==> src/rtl/video_fill_pkg.sv <==
// Shared types and constants for the rectangle-fill engine and its bus arbiter.
// Latency: n/a (types, constants and a constant-stride shift-add helper only).
// Backpressure: n/a.
package video_fill_pkg;

  typedef enum logic [1:0] {
    IDLE  = 2'd0,
    SETUP = 2'd1,
    WRITE = 2'd2,
    DONE  = 2'd3
  } fill_state_t;

  localparam int unsigned H_MAX_DEF = 640;
  localparam int unsigned V_MAX_DEF = 480;

  localparam logic [1:0] REG_ORG   = 2'd0;
  localparam logic [1:0] REG_SIZE  = 2'd1;
  localparam logic [1:0] REG_COLOR = 2'd2;
  localparam logic [1:0] REG_CMD   = 2'd3;

  localparam int CMD_START_BIT = 0;
  localparam int CMD_ABORT_BIT = 1;

  // y * stride built from shifted copies of y, one per set bit of the
  // constant stride, so no multiplier is inferred.
  function automatic logic [19:0] stride_mul(input logic [9:0] y, input logic [19:0] stride);
    logic [19:0] acc;
    acc = '0;
    for (int i = 0; i < 20; i++) begin
      if (stride[i]) acc = acc + (20'(y) << i);
    end
    return acc;
  endfunction

endpackage

==> src/rtl/fill_addr_gen.sv <==
// Column/row walker for the fill engine; yields the 20-bit frame address of the current pixel.
// Latency: addr/last are combinational from the counters; counters move one step per edge.
// Backpressure: stall (CPU owns the bus) freezes col, row and row_base.
module fill_addr_gen
  import video_fill_pkg::*;
#(
  parameter int unsigned H_MAX = H_MAX_DEF
) (
  input  logic        clk_sys,
  input  logic        reset_sys,
  input  logic        load,
  input  logic        advance,
  input  logic        stall,
  input  logic [9:0]  x0,
  input  logic [9:0]  y0,
  input  logic [10:0] w,
  input  logic [10:0] h,
  output logic [19:0] addr,
  output logic        last
);

  logic [10:0] col;
  logic [10:0] row;
  logic [19:0] row_base;
  logic        col_last;

  assign col_last = (col == w - 11'd1);
  assign last     = col_last && (row == h - 11'd1);
  // Address wraps at 20 bits when the rectangle runs off the frame.
  assign addr     = row_base + 20'(x0) + 20'(col);

  // Counters: reload at setup, step on each granted pixel, wrap col at row end.
  always_ff @(posedge clk_sys or negedge reset_sys) begin
    if (!reset_sys) begin
      col      <= '0;
      row      <= '0;
      row_base <= '0;
    end else if (load) begin
      col      <= '0;
      row      <= '0;
      row_base <= stride_mul(y0, 20'(H_MAX));
    end else if (advance && !stall) begin
      if (col_last) begin
        col      <= '0;
        row      <= row + 11'd1;
        row_base <= row_base + 20'(H_MAX);
      end else begin
        col      <= col + 11'd1;
      end
    end
  end

endmodule

==> src/rtl/video_fill_arbiter.sv <==
// Rectangle-fill engine sharing the video write port with the CPU (CPU always wins); FILL_CLIP_EN clips to the frame.
// Latency: CPU -> video_* 1 cycle; start -> first fill write 2 cycles; w*h fill done in w*h+2 cycles on an idle bus.
// Backpressure: any cpu_cs cycle stalls the engine with counters held; CPU traffic is never delayed or dropped.
module video_fill_arbiter
  import video_fill_pkg::*;
#(
  parameter int unsigned H_MAX = H_MAX_DEF,
  parameter int unsigned V_MAX = V_MAX_DEF,
  parameter int unsigned DW    = 9
) (
  input  logic        clk_sys,
  input  logic        reset_sys,
  input  logic        cpu_cs,
  input  logic        cpu_wr,
  input  logic [20:0] cpu_addr,
  input  logic [31:0] cpu_wr_data,
  input  logic        ctrl_cs,
  input  logic        ctrl_wr,
  input  logic [1:0]  ctrl_addr,
  input  logic [31:0] ctrl_wr_data,
  output logic [31:0] ctrl_rd_data,
  output logic        video_cs,
  output logic        video_wr,
  output logic [20:0] video_addr,
  output logic [31:0] video_wr_data,
  output logic        fill_busy,
  output logic        fill_done
);

  fill_state_t state, state_nxt;

  logic [9:0]    reg_x0, reg_y0;
  logic [10:0]   reg_w, reg_h;
  logic [DW-1:0] reg_colour;

  logic [9:0]    lat_x0, lat_y0;
  logic [10:0]   lat_w, lat_h;
  logic [DW-1:0] lat_colour;

  logic [10:0]   clip_w, clip_h;
  logic          cmd_wr, start_cmd, abort_cmd;
  logic          start_acc, load, eng_adv, set_done, grant;
  logic [19:0]   gen_addr;
  logic          gen_last;
  logic          unused_bits;

  assign cmd_wr    = ctrl_cs && ctrl_wr && (ctrl_addr == REG_CMD);
  assign abort_cmd = cmd_wr && ctrl_wr_data[CMD_ABORT_BIT];
  assign start_cmd = cmd_wr && ctrl_wr_data[CMD_START_BIT];
  assign grant     = eng_adv && !cpu_cs;

`ifdef FILL_CLIP_EN
  logic [10:0] room_w, room_h;

  // Clip the latched rectangle to the frame; an origin off the frame means no pixels.
  always_comb begin
    room_w = 11'(H_MAX - 32'(lat_x0));
    room_h = 11'(V_MAX - 32'(lat_y0));
    clip_w = lat_w;
    clip_h = lat_h;
    if ((32'(lat_x0) >= H_MAX) || (32'(lat_y0) >= V_MAX)) begin
      clip_w = '0;
      clip_h = '0;
    end else begin
      if (lat_w > room_w) clip_w = room_w;
      if (lat_h > room_h) clip_h = room_h;
    end
  end
  assign unused_bits = ^{ctrl_wr_data[31:27], ctrl_wr_data[15:11]};
`else
  assign clip_w      = lat_w;
  assign clip_h      = lat_h;
  assign unused_bits = ^{ctrl_wr_data[31:27], ctrl_wr_data[15:11], 32'(V_MAX)};
`endif

  // Register file: software view, may change freely while a fill runs.
  always_ff @(posedge clk_sys or negedge reset_sys) begin
    if (!reset_sys) begin
      reg_x0     <= '0;
      reg_y0     <= '0;
      reg_w      <= '0;
      reg_h      <= '0;
      reg_colour <= '0;
    end else if (ctrl_cs && ctrl_wr) begin
      case (ctrl_addr)
        REG_ORG: begin
          reg_x0 <= ctrl_wr_data[9:0];
          reg_y0 <= ctrl_wr_data[25:16];
        end
        REG_SIZE: begin
          reg_w <= ctrl_wr_data[10:0];
          reg_h <= ctrl_wr_data[26:16];
        end
        REG_COLOR: reg_colour <= ctrl_wr_data[DW-1:0];
        default: ;
      endcase
    end
  end

  // Register readback, combinational.
  always_comb begin
    ctrl_rd_data = '0;
    case (ctrl_addr)
      REG_ORG:   ctrl_rd_data = {6'b0, reg_y0, 6'b0, reg_x0};
      REG_SIZE:  ctrl_rd_data = {5'b0, reg_h, 5'b0, reg_w};
      REG_COLOR: ctrl_rd_data = 32'(reg_colour);
      default:   ctrl_rd_data = {30'b0, fill_done, fill_busy};
    endcase
  end

  // Snapshot of the rectangle taken when a start is accepted.
  always_ff @(posedge clk_sys or negedge reset_sys) begin
    if (!reset_sys) begin
      lat_x0     <= '0;
      lat_y0     <= '0;
      lat_w      <= '0;
      lat_h      <= '0;
      lat_colour <= '0;
    end else if (start_acc) begin
      lat_x0     <= reg_x0;
      lat_y0     <= reg_y0;
      lat_w      <= reg_w;
      lat_h      <= reg_h;
      lat_colour <= reg_colour;
    end
  end

  // FSM state register.
  always_ff @(posedge clk_sys or negedge reset_sys) begin
    if (!reset_sys) state <= IDLE;
    else            state <= state_nxt;
  end

  // FSM next state and controls; abort overrides everything, including a same-write start.
  always_comb begin
    state_nxt = state;
    start_acc = 1'b0;
    load      = 1'b0;
    eng_adv   = 1'b0;
    set_done  = 1'b0;
    fill_busy = (state == SETUP) || (state == WRITE);
    if (abort_cmd) begin
      state_nxt = IDLE;
    end else begin
      case (state)
        IDLE: begin
          if (start_cmd) begin
            start_acc = 1'b1;
            state_nxt = SETUP;
          end
        end
        SETUP: begin
          load      = 1'b1;
          state_nxt = ((clip_w == '0) || (clip_h == '0)) ? DONE : WRITE;
        end
        WRITE: begin
          eng_adv = 1'b1;
          if (!cpu_cs && gen_last) state_nxt = DONE;
        end
        default: begin
          set_done  = 1'b1;
          state_nxt = IDLE;
        end
      endcase
    end
  end

  // Sticky completion flag: cleared by an accepted start, set on leaving DONE.
  always_ff @(posedge clk_sys or negedge reset_sys) begin
    if (!reset_sys)     fill_done <= 1'b0;
    else if (start_acc) fill_done <= 1'b0;
    else if (set_done)  fill_done <= 1'b1;
  end

  fill_addr_gen #(
    .H_MAX (H_MAX)
  ) u_addr_gen (
    .clk_sys   (clk_sys),
    .reset_sys (reset_sys),
    .load      (load),
    .advance   (eng_adv),
    .stall     (cpu_cs),
    .x0        (lat_x0),
    .y0        (lat_y0),
    .w         (clip_w),
    .h         (clip_h),
    .addr      (gen_addr),
    .last      (gen_last)
  );

  // Registered video port: CPU first, then the engine; addr/data hold when idle.
  always_ff @(posedge clk_sys or negedge reset_sys) begin
    if (!reset_sys) begin
      video_cs      <= 1'b0;
      video_wr      <= 1'b0;
      video_addr    <= '0;
      video_wr_data <= '0;
    end else if (cpu_cs) begin
      video_cs      <= 1'b1;
      video_wr      <= cpu_wr;
      video_addr    <= cpu_addr;
      video_wr_data <= cpu_wr_data;
    end else if (grant) begin
      video_cs      <= 1'b1;
      video_wr      <= 1'b1;
      video_addr    <= {1'b1, gen_addr};
      video_wr_data <= 32'(lat_colour);
    end else begin
      video_cs      <= 1'b0;
      video_wr      <= 1'b0;
    end
  end

endmodule
==> config.mk <==
export PLATFORM = sky130hd
export DESIGN_NAME = video_fill_arbiter
export DESIGN_NICKNAME = d
export VERILOG_FILES = /design/src/rtl/video_fill_pkg.sv /design/src/rtl/fill_addr_gen.sv /design/src/rtl/video_fill_arbiter.sv
export SDC_FILE = /design/constraint.sdc
export NUM_CORES = 1
export LEC_CHECK = 0
export CORE_MARGIN = 3
export CORE_UTILIZATION = 48
export DETAILED_ROUTE_END_ITERATION = 8
export PLACE_DENSITY = 0.77
export SLEW_MARGIN = 20
export SYNTH_ARGS = -nofsm -noshare
export SYNTH_HDL_FRONTEND = slang
export SYNTH_SLANG_ARGS = --single-unit
==> constraint.sdc <==
create_clock -name clk_sys -period 2.9 [get_ports clk_sys]
set_input_delay 0.29 -clock clk_sys [delete_from_list [all_inputs] [get_ports clk_sys]]
set_output_delay 0.29 -clock clk_sys [all_outputs]
set_load 0.1 [all_outputs]
==> impl_metrics.json, run 1 <==
{
  "status": "finished clean",
  "global_route.usage.total_pct": 21.4,
  "fin_hold_ws_ns": 0.258,
  "postLayoutCoreUtil_pct": 63.0,
  "timing.slew.headroom_pct": 39.9,
  "leading_cell_types_by_total_area_after_synthesis": "dfrtp_1 47%, nand2_1 9.5%, mux2_2 5.8%",
  "worst_setup_path_end_kind": "register",
  "power_density_nw_per_um2": 866,
  "synth_commonest_cells": "264 x nand2_1, 195 x dfrtp_1, 86 x o21ai_0",
  "unrepaired_setup_endpoints_after_global_routing": "yes",
  "crit_fanout": 4,
  "row_count": 53,
  "arrival_ns": 3.25,
  "static-leakage-power_nw": 6.35,
  "finalSetupViolations": 0,
  "synth.top_cell.area_share_pct": 46.9,
  "chipHeight_um": 153,
  "kind_of_cell_with_the_highest_combined_delay_on_the_critical_path": "simple AND/OR/NAND/NOR gates",
  "drive_above_1_share_pct": 20.3,
  "clkSinkCount": 195,
  "die_area_um2": 23500,
  "floorplan.die.width_um": 153,
  "crit_chain": "inv_2 -> ha_4 -> or3b_4 -> or4_4 -> mux2i_2 -> nand2_2 -> nor4_4 -> buf_4 -> nand2_4 -> a22o_1 -> a22oi_1",
  "h-tree-depth": 4,
  "effective_utilization_at_floorplan_pct": 49.1,
  "post_dp_cell_area_um2": 12500,
  "max_stage_delay_cell_worst_path": "or4_4",
  "nets": 1391,
  "dpl_worst_slack_ns": -0.0195,
  "max_stage_delay_ns": 0.45,
  "clkTransAtPathRegs_ns": 0.07,
  "yosysUniqueCellTypes": 65,
  "max_cap_violations": 0,
  "mappedNetlistArea_um2": 10400,
  "slew_viol_final": 0,
  "routed_wirelength_um": 25500,
  "syn_to_final_growth_pct": 28.3,
  "finalWorstSetupSlack_ns": 0.00842,
  "yosysWarningCount": 0,
  "timing.final.crit_period_ns": 2.89,
  "synth_async_sr_flop_share_pct": 100,
  "clock_tree_from_tritoncts": "yes",
  "hpwl_um": 18000,
  "crit_path_start_kind": "register",
  "placeableCoreArea_um2": 21200,
  "most_common_cell_in_the_synthesized_netlist": "nand2_1",
  "route.antenna.remaining_nets": 0,
  "timing.rr.start": "clip_w[1]",
  "gr-total-overflow": 0,
  "wire_per_inst_um": 16.5,
  "min-delay-path-class": "in -> reg",
  "syn_area_per_cell_um2": 9.62,
  "finish.instance_area_um2": 13300,
  "drt_iter0_drcs": 641,
  "drtPass1Iterations": 4,
  "ys_dominant_reg_cell": "dfrtp_1",
  "synth-seq-cells": 195,
  "grt_max_degree": 106,
  "max_freq_ghz": 0.346,
  "insertedDiodeCount": 0,
  "finClkSkew_ns": 0.0115,
  "floorplan.io_pins": 182,
  "ir_drop_mv": 0.824,
  "cts-buffers-inserted": 17,
  "holdCritStartpoint": "cpu_cs",
  "drc": 0,
  "worstPathRequired_ns": 3.26,
  "synth.largest_area_cell": "dfrtp_1",
  "timing.final.crit_share_pct": 99.7,
  "cts_max_path_buffers": 2,
  "total_power_mw": 11.5,
  "synth.yosys.seq_area_share_pct": 46.9,
  "synth-edff-count": 0,
  "detailed_route_via_count": 8447,
  "cts_root_buffer": "clkbuf_16",
  "vias_per_cell": 5.47,
  "grt_pass1_wl_um": 41500,
  "worstSkewPairLatency_ns": 0.45,
  "worst-setup-path-type": "reg -> reg",
  "timing.critical_path.from": "clip_w[1]",
  "numPortBuffers": 161,
  "number_of_instances_in_the_synthesized_netlist": 1081,
  "worst-path-buf-inv": 2,
  "timing.setup.tns_ns": 0,
  "gpl.final_weighted_congestion": 0.857,
  "worst_pin_slew_ns": 0.901,
  "first_global_vias": 8296,
  "fin_cells": 1545,
  "hold_viol": 0,
  "dp.cells": 1505,
  "grt_antenna_before_repair": 0
}
[flip-flops by register name, summed over array words and instances, names as in the netlist, 11 cells and up]
| name | flops |
|---|---|
| reg_h | 11 |
| clip_w | 11 |
| video_wr_data | 32 |
| reg_w | 11 |
| video_addr | 21 |
| clip_h | 11 |
| u_addr_gen.row_base | 13 |
| u_addr_gen.col | 11 |
| u_addr_gen.row | 11 |
[placed cells by master (no fill, tap or decap), drive strengths merged, types with 4 or more instances in the layout]
| cell type | count |
|---|---|
| nand2 | 265 |
| dfrtp | 195 |
| buf | 124 |
| o21ai | 86 |
| clkdlybuf4s50 | 80 |
| mux2 | 54 |
| nor2 | 53 |
| mux2i | 38 |
| xor2 | 37 |
| ha | 36 |
| a21oi | 32 |
| inv | 28 |
| xnor2 | 25 |
| clkbuf | 20 |
| nand4 | 16 |
| and3 | 15 |
| a21o | 13 |
| nand3 | 11 |
| nor3 | 11 |
| conb | 10 |
| nor2b | 9 |
| o21a | 7 |
| nor4 | 7 |
| nor3b | 6 |
| a211oi | 6 |
| o221ai | 6 |
| clkinv | 6 |
| o211ai | 5 |
| or3 | 5 |
| fa | 5 |
| and2 | 4 |
| nand2b | 4 |
| or2 | 4 |
| o31a | 4 |
[final timing paths]
check                           slack [ns]  depth (start not counted)                       to
max in group asynchronous             1.59                          3         video_wr_data[4]
worst max register to register       0.008                         11  u_addr_gen.row_base[19]
worst max-delay path                 0.008                         11  u_addr_gen.row_base[19]
worst min-delay path                  0.26                          4           video_addr[15]
worst min register to register        0.48                          2            lat_colour[0]
min in group asynchronous             0.43                          2        video_wr_data[24]
[tightest hold or removal path: stages]
cell and delay (ns):
buf_4 0.14, nor2_1 0.06, a21oi_1 0.12, a21oi_1 0.05
[cell type report]
class	count	area [um^2]
Inverter	21	78.8
Timing Repair Buffer	208	2110
Tap cell	275	344
Sequential cell	195	4880
Clock inverter	15	165
Fill cell	1699	7820
Multi-Input combinational cell	814	5330
Clock buffer	17	425
[where the power goes]
| part | internal, mW | switching (mW) | total (mW) | leakage, nW |
|---|---|---|---|---|
| registers | 3.33 | 0.584 | 3.91 | 2.46 |
| clock network | 1.23 | 1.15 | 2.38 | 0.289 |
| logic | 1.78 | 3.48 | 5.26 | 3.60 |
[metal layers]
| metal | share of wire (%) | vias up | global-route usage [%] |
|---|---|---|---|
| met3 | 5.2 | 29 | 4.28 |
| met4 | 1.5 | 0 | 6.28 |
| met2 | 46 | 206 | 32.4 |
| met5 | 0 | - | 0 |
| met1 | 47 | 4149 | 31.3 |
| li1 | - | 4063 | - |
[what timing repair did]
item / 4_1_cts / 5_1_grt
gates resized for setup: 0 / 29
setup buffers: 0 / 5
gates cloned: 0 / 2
hold buffers: 1 / 0
setup endpoints to repair: 5 / 40
pin swaps: 1 / 19
endpoints found under the hold margin: 84 / 0
[cells by family after synthesis]
group	synth area share, %
and+or+nand+nor	18.5
AOI/OAI and AO/OA	10.6
xor gates and xnor gates	5.22
other	0.0361
muxes	9.94
DFF	46.9
adders and majority gates	5.30
buffers and inverters	3.43
No activity file was read; power rests on OpenSTA's default activity.
==> inputs of run 2 (changes only) <==
--- a/config.mk
+++ b/config.mk
@@ -5,9 +5,11 @@
 export SDC_FILE = /design/constraint.sdc
 export NUM_CORES = 1
 export LEC_CHECK = 0
+export CORE_ASPECT_RATIO = 0.75
 export CORE_MARGIN = 3
 export CORE_UTILIZATION = 48
 export DETAILED_ROUTE_END_ITERATION = 8
+export GPL_TIMING_DRIVEN = 0
 export PLACE_DENSITY = 0.77
 export SLEW_MARGIN = 20
 export SYNTH_ARGS = -nofsm -noshare
==> run 2 against run 1 <==
  * Routed wire length grew 13%
  * Die area hardly changed
  * Clock power increased by 2%
  * Hold slack better by 0.070 ns
  * Sequential share of layout area down 0.31 points
  * Register-to-register slack hardly changed
  * Cell area rose by 0.95%
  * Flip-flop and latch count unchanged
  * Largest cell class unchanged
  * Combinational power is essentially flat
  * Power grew 0.93%
  * Clock skew is 0.0026 ns lower
  * First-iteration DRC count is 6.2% higher
==> impl_metrics.json, run 2 (synthesized netlist as in run 1, its figures left out) <==
{
  "min-delay-path-class": "in -> async",
  "global_route.usage.total_pct": 24.4,
  "detailed_route_via_count": 8679,
  "largest_register_ffs": 32,
  "clkSinkCount": 195,
  "postLayoutCoreUtil_pct": 65.0,
  "grt_max_degree": 80,
  "die_area_um2": 23500,
  "row_count": 45,
  "drt_iter0_drcs": 681,
  "finalWorstSetupSlack_ns": 0.00639,
  "floorplan.die.width_um": 176,
  "vias_per_cell": 5.47,
  "arrival_ns": 3.23,
  "status": "finished clean",
  "timing.final.crit_share_pct": 99.8,
  "clkTransAtPathRegs_ns": 0.07,
  "register_with_the_most_flip_flops": "video_wr_data",
  "grt_antenna_before_repair": 0,
  "crit_fanout": 6,
  "gr-total-overflow": 0,
  "drive_above_1_share_pct": 15.2,
  "hpwl_um": 20800,
  "worst-setup-path-type": "reg -> reg",
  "unrepaired_setup_endpoints_after_global_routing": "yes",
  "fin_hold_ws_ns": 0.327,
  "h-tree-depth": 4,
  "drtPass1Iterations": 4,
  "crit_path_start_kind": "register",
  "grt_use_met3_pct": 5.19,
  "drc": 0,
  "ir_drop_mv": 0.955,
  "grt_busiest_layer": "met1",
  "wire_per_inst_um": 18.1,
  "fin_cells": 1587,
  "n_fill_cell": 1707,
  "cts-buffers-inserted": 17,
  "insertedDiodeCount": 0,
  "cts_max_path_buffers": 2,
  "numPortBuffers": 158,
  "gpl.final_weighted_congestion": 0.862,
  "syn_to_final_growth_pct": 29.5,
  "max_freq_ghz": 0.346,
  "grt_util_met2_pct": 35.2,
  "effective_utilization_at_floorplan_pct": 50.2,
  "reg2regPathDepth": 11,
  "timing.slew.headroom_pct": 32.9,
  "routed_wirelength_um": 28800,
  "chipHeight_um": 133,
  "finalSetupViolations": 0,
  "worstSkewPairLatency_ns": 0.45,
  "dpl_worst_slack_ns": -0.725,
  "first_global_vias": 8512,
  "layout.cells.most_common": "nand2_1",
  "slew_viol_final": 0,
  "finClkSkew_ns": 0.00891,
  "largestRegisters": "video_wr_data: 32 flops, video_addr: 21 flops, u_addr_gen.row_base: 13 flops",
  "timing.final.crit_period_ns": 2.89,
  "route.antenna.remaining_nets": 0,
  "worst_pin_slew_ns": 1.00,
  "grt_pass1_wl_um": 45600,
  "max_cap_violations": 0,
  "placeableCoreArea_um2": 20700,
  "dp.cells": 1532,
  "clock_tree_from_tritoncts": "yes",
  "hold_viol": 0,
  "cts_root_buffer": "clkbuf_16",
  "worstPathRequired_ns": 3.24,
  "worst_setup_path_end_kind": "register",
  "final_cell_mix": "261 x nand2_1, 191 x dfrtp_1, 138 x clkdlybuf4s50_1",
  "global_route_met1_usage_pct": 37.2,
  "static-leakage-power_nw": 6.21,
  "nets": 1426,
  "power_density_nw_per_um2": 866,
  "floorplan.io_pins": 182
}
-- run 2: layout make-up --
cell class | count | area [um^2] | area share [%]
inverters | 21 | 78.8 | 0.586
multi-input cells | 814 | 5390 | 40.0
clock inverters | 14 | 163 | 1.21
flip-flops and latches | 195 | 4880 | 36.3
repair buffers | 184 | 1870 | 13.9
clock buffers | 18 | 439 | 3.26
plain buffers | 59 | 287 | 2.13
well taps | 282 | 353 | 2.62
-- run 2: where the power goes --
| part | switching [mW] | internal [mW] | leakage [nW] |
|---|---|---|---|
| Sequential | 0.615 | 3.33 | 2.45 |
| Combinational | 3.56 | 1.72 | 3.47 |
| Clock | 1.18 | 1.25 | 0.291 |
| Total | 5.35 | 6.30 | 6.21 |
-- run 2: what timing repair did --
item / CTS / global route
hold buffers: 1 / 0
hold endpoints to repair: 45 / 0
resized for setup: 59 / 49
cloned: 1 / 1
pin swaps: 8 / 24
setup buffers: 10 / 13
endpoints found under the setup margin: 61 / 41
-- run 2: critical path, stage by stage, from the launching register on --
cell and delay, ns:
dfrtp_1 0.40, inv_2 0.09, ha_4 0.14, or3b_4 0.39, or4_4 0.44, mux2i_1 0.20, nand2_1 0.11, nor4_4 0.43
or3_4 0.22, buf_6 0.13, o21ai_2 0.06, a21o_1 0.18
-- run 2: stage by stage --
step	instance area, um^2	power, mW	TNS [ns]
after detailed placement	12400	8.99	-21.26
after global placement	12400	8.87	-1322.50
after CTS	13200	11.5	0
final	13500	11.7	0
after global routing	13500	12.3	-1.10
after floorplan	10500	7.60	0
-- run 2: final timing paths --
check,slack (ns),startpoint,endpoint
worst max-delay path,0.006,clip_w[1],u_addr_gen.col[4]
worst min-delay path,0.33,reset_sys,video_wr
worst max register to register,0.006,clip_w[1],u_addr_gen.col[4]
worst min register to register,0.49,lat_colour[4],lat_colour[4]
max in group asynchronous,1.47,reset_sys,reg_y0[0]
min in group clk_sys,0.39,cpu_wr_data[6],video_wr_data[6]
-- run 2: per-layer routing --
metal | vias up | part of all wire (%)
met5 | - | 0
met2 | 313 | 43
met3 | 32 | 7.4
met4 | 0 | 1.7
met1 | 4222 | 48
li1 | 4112 | -
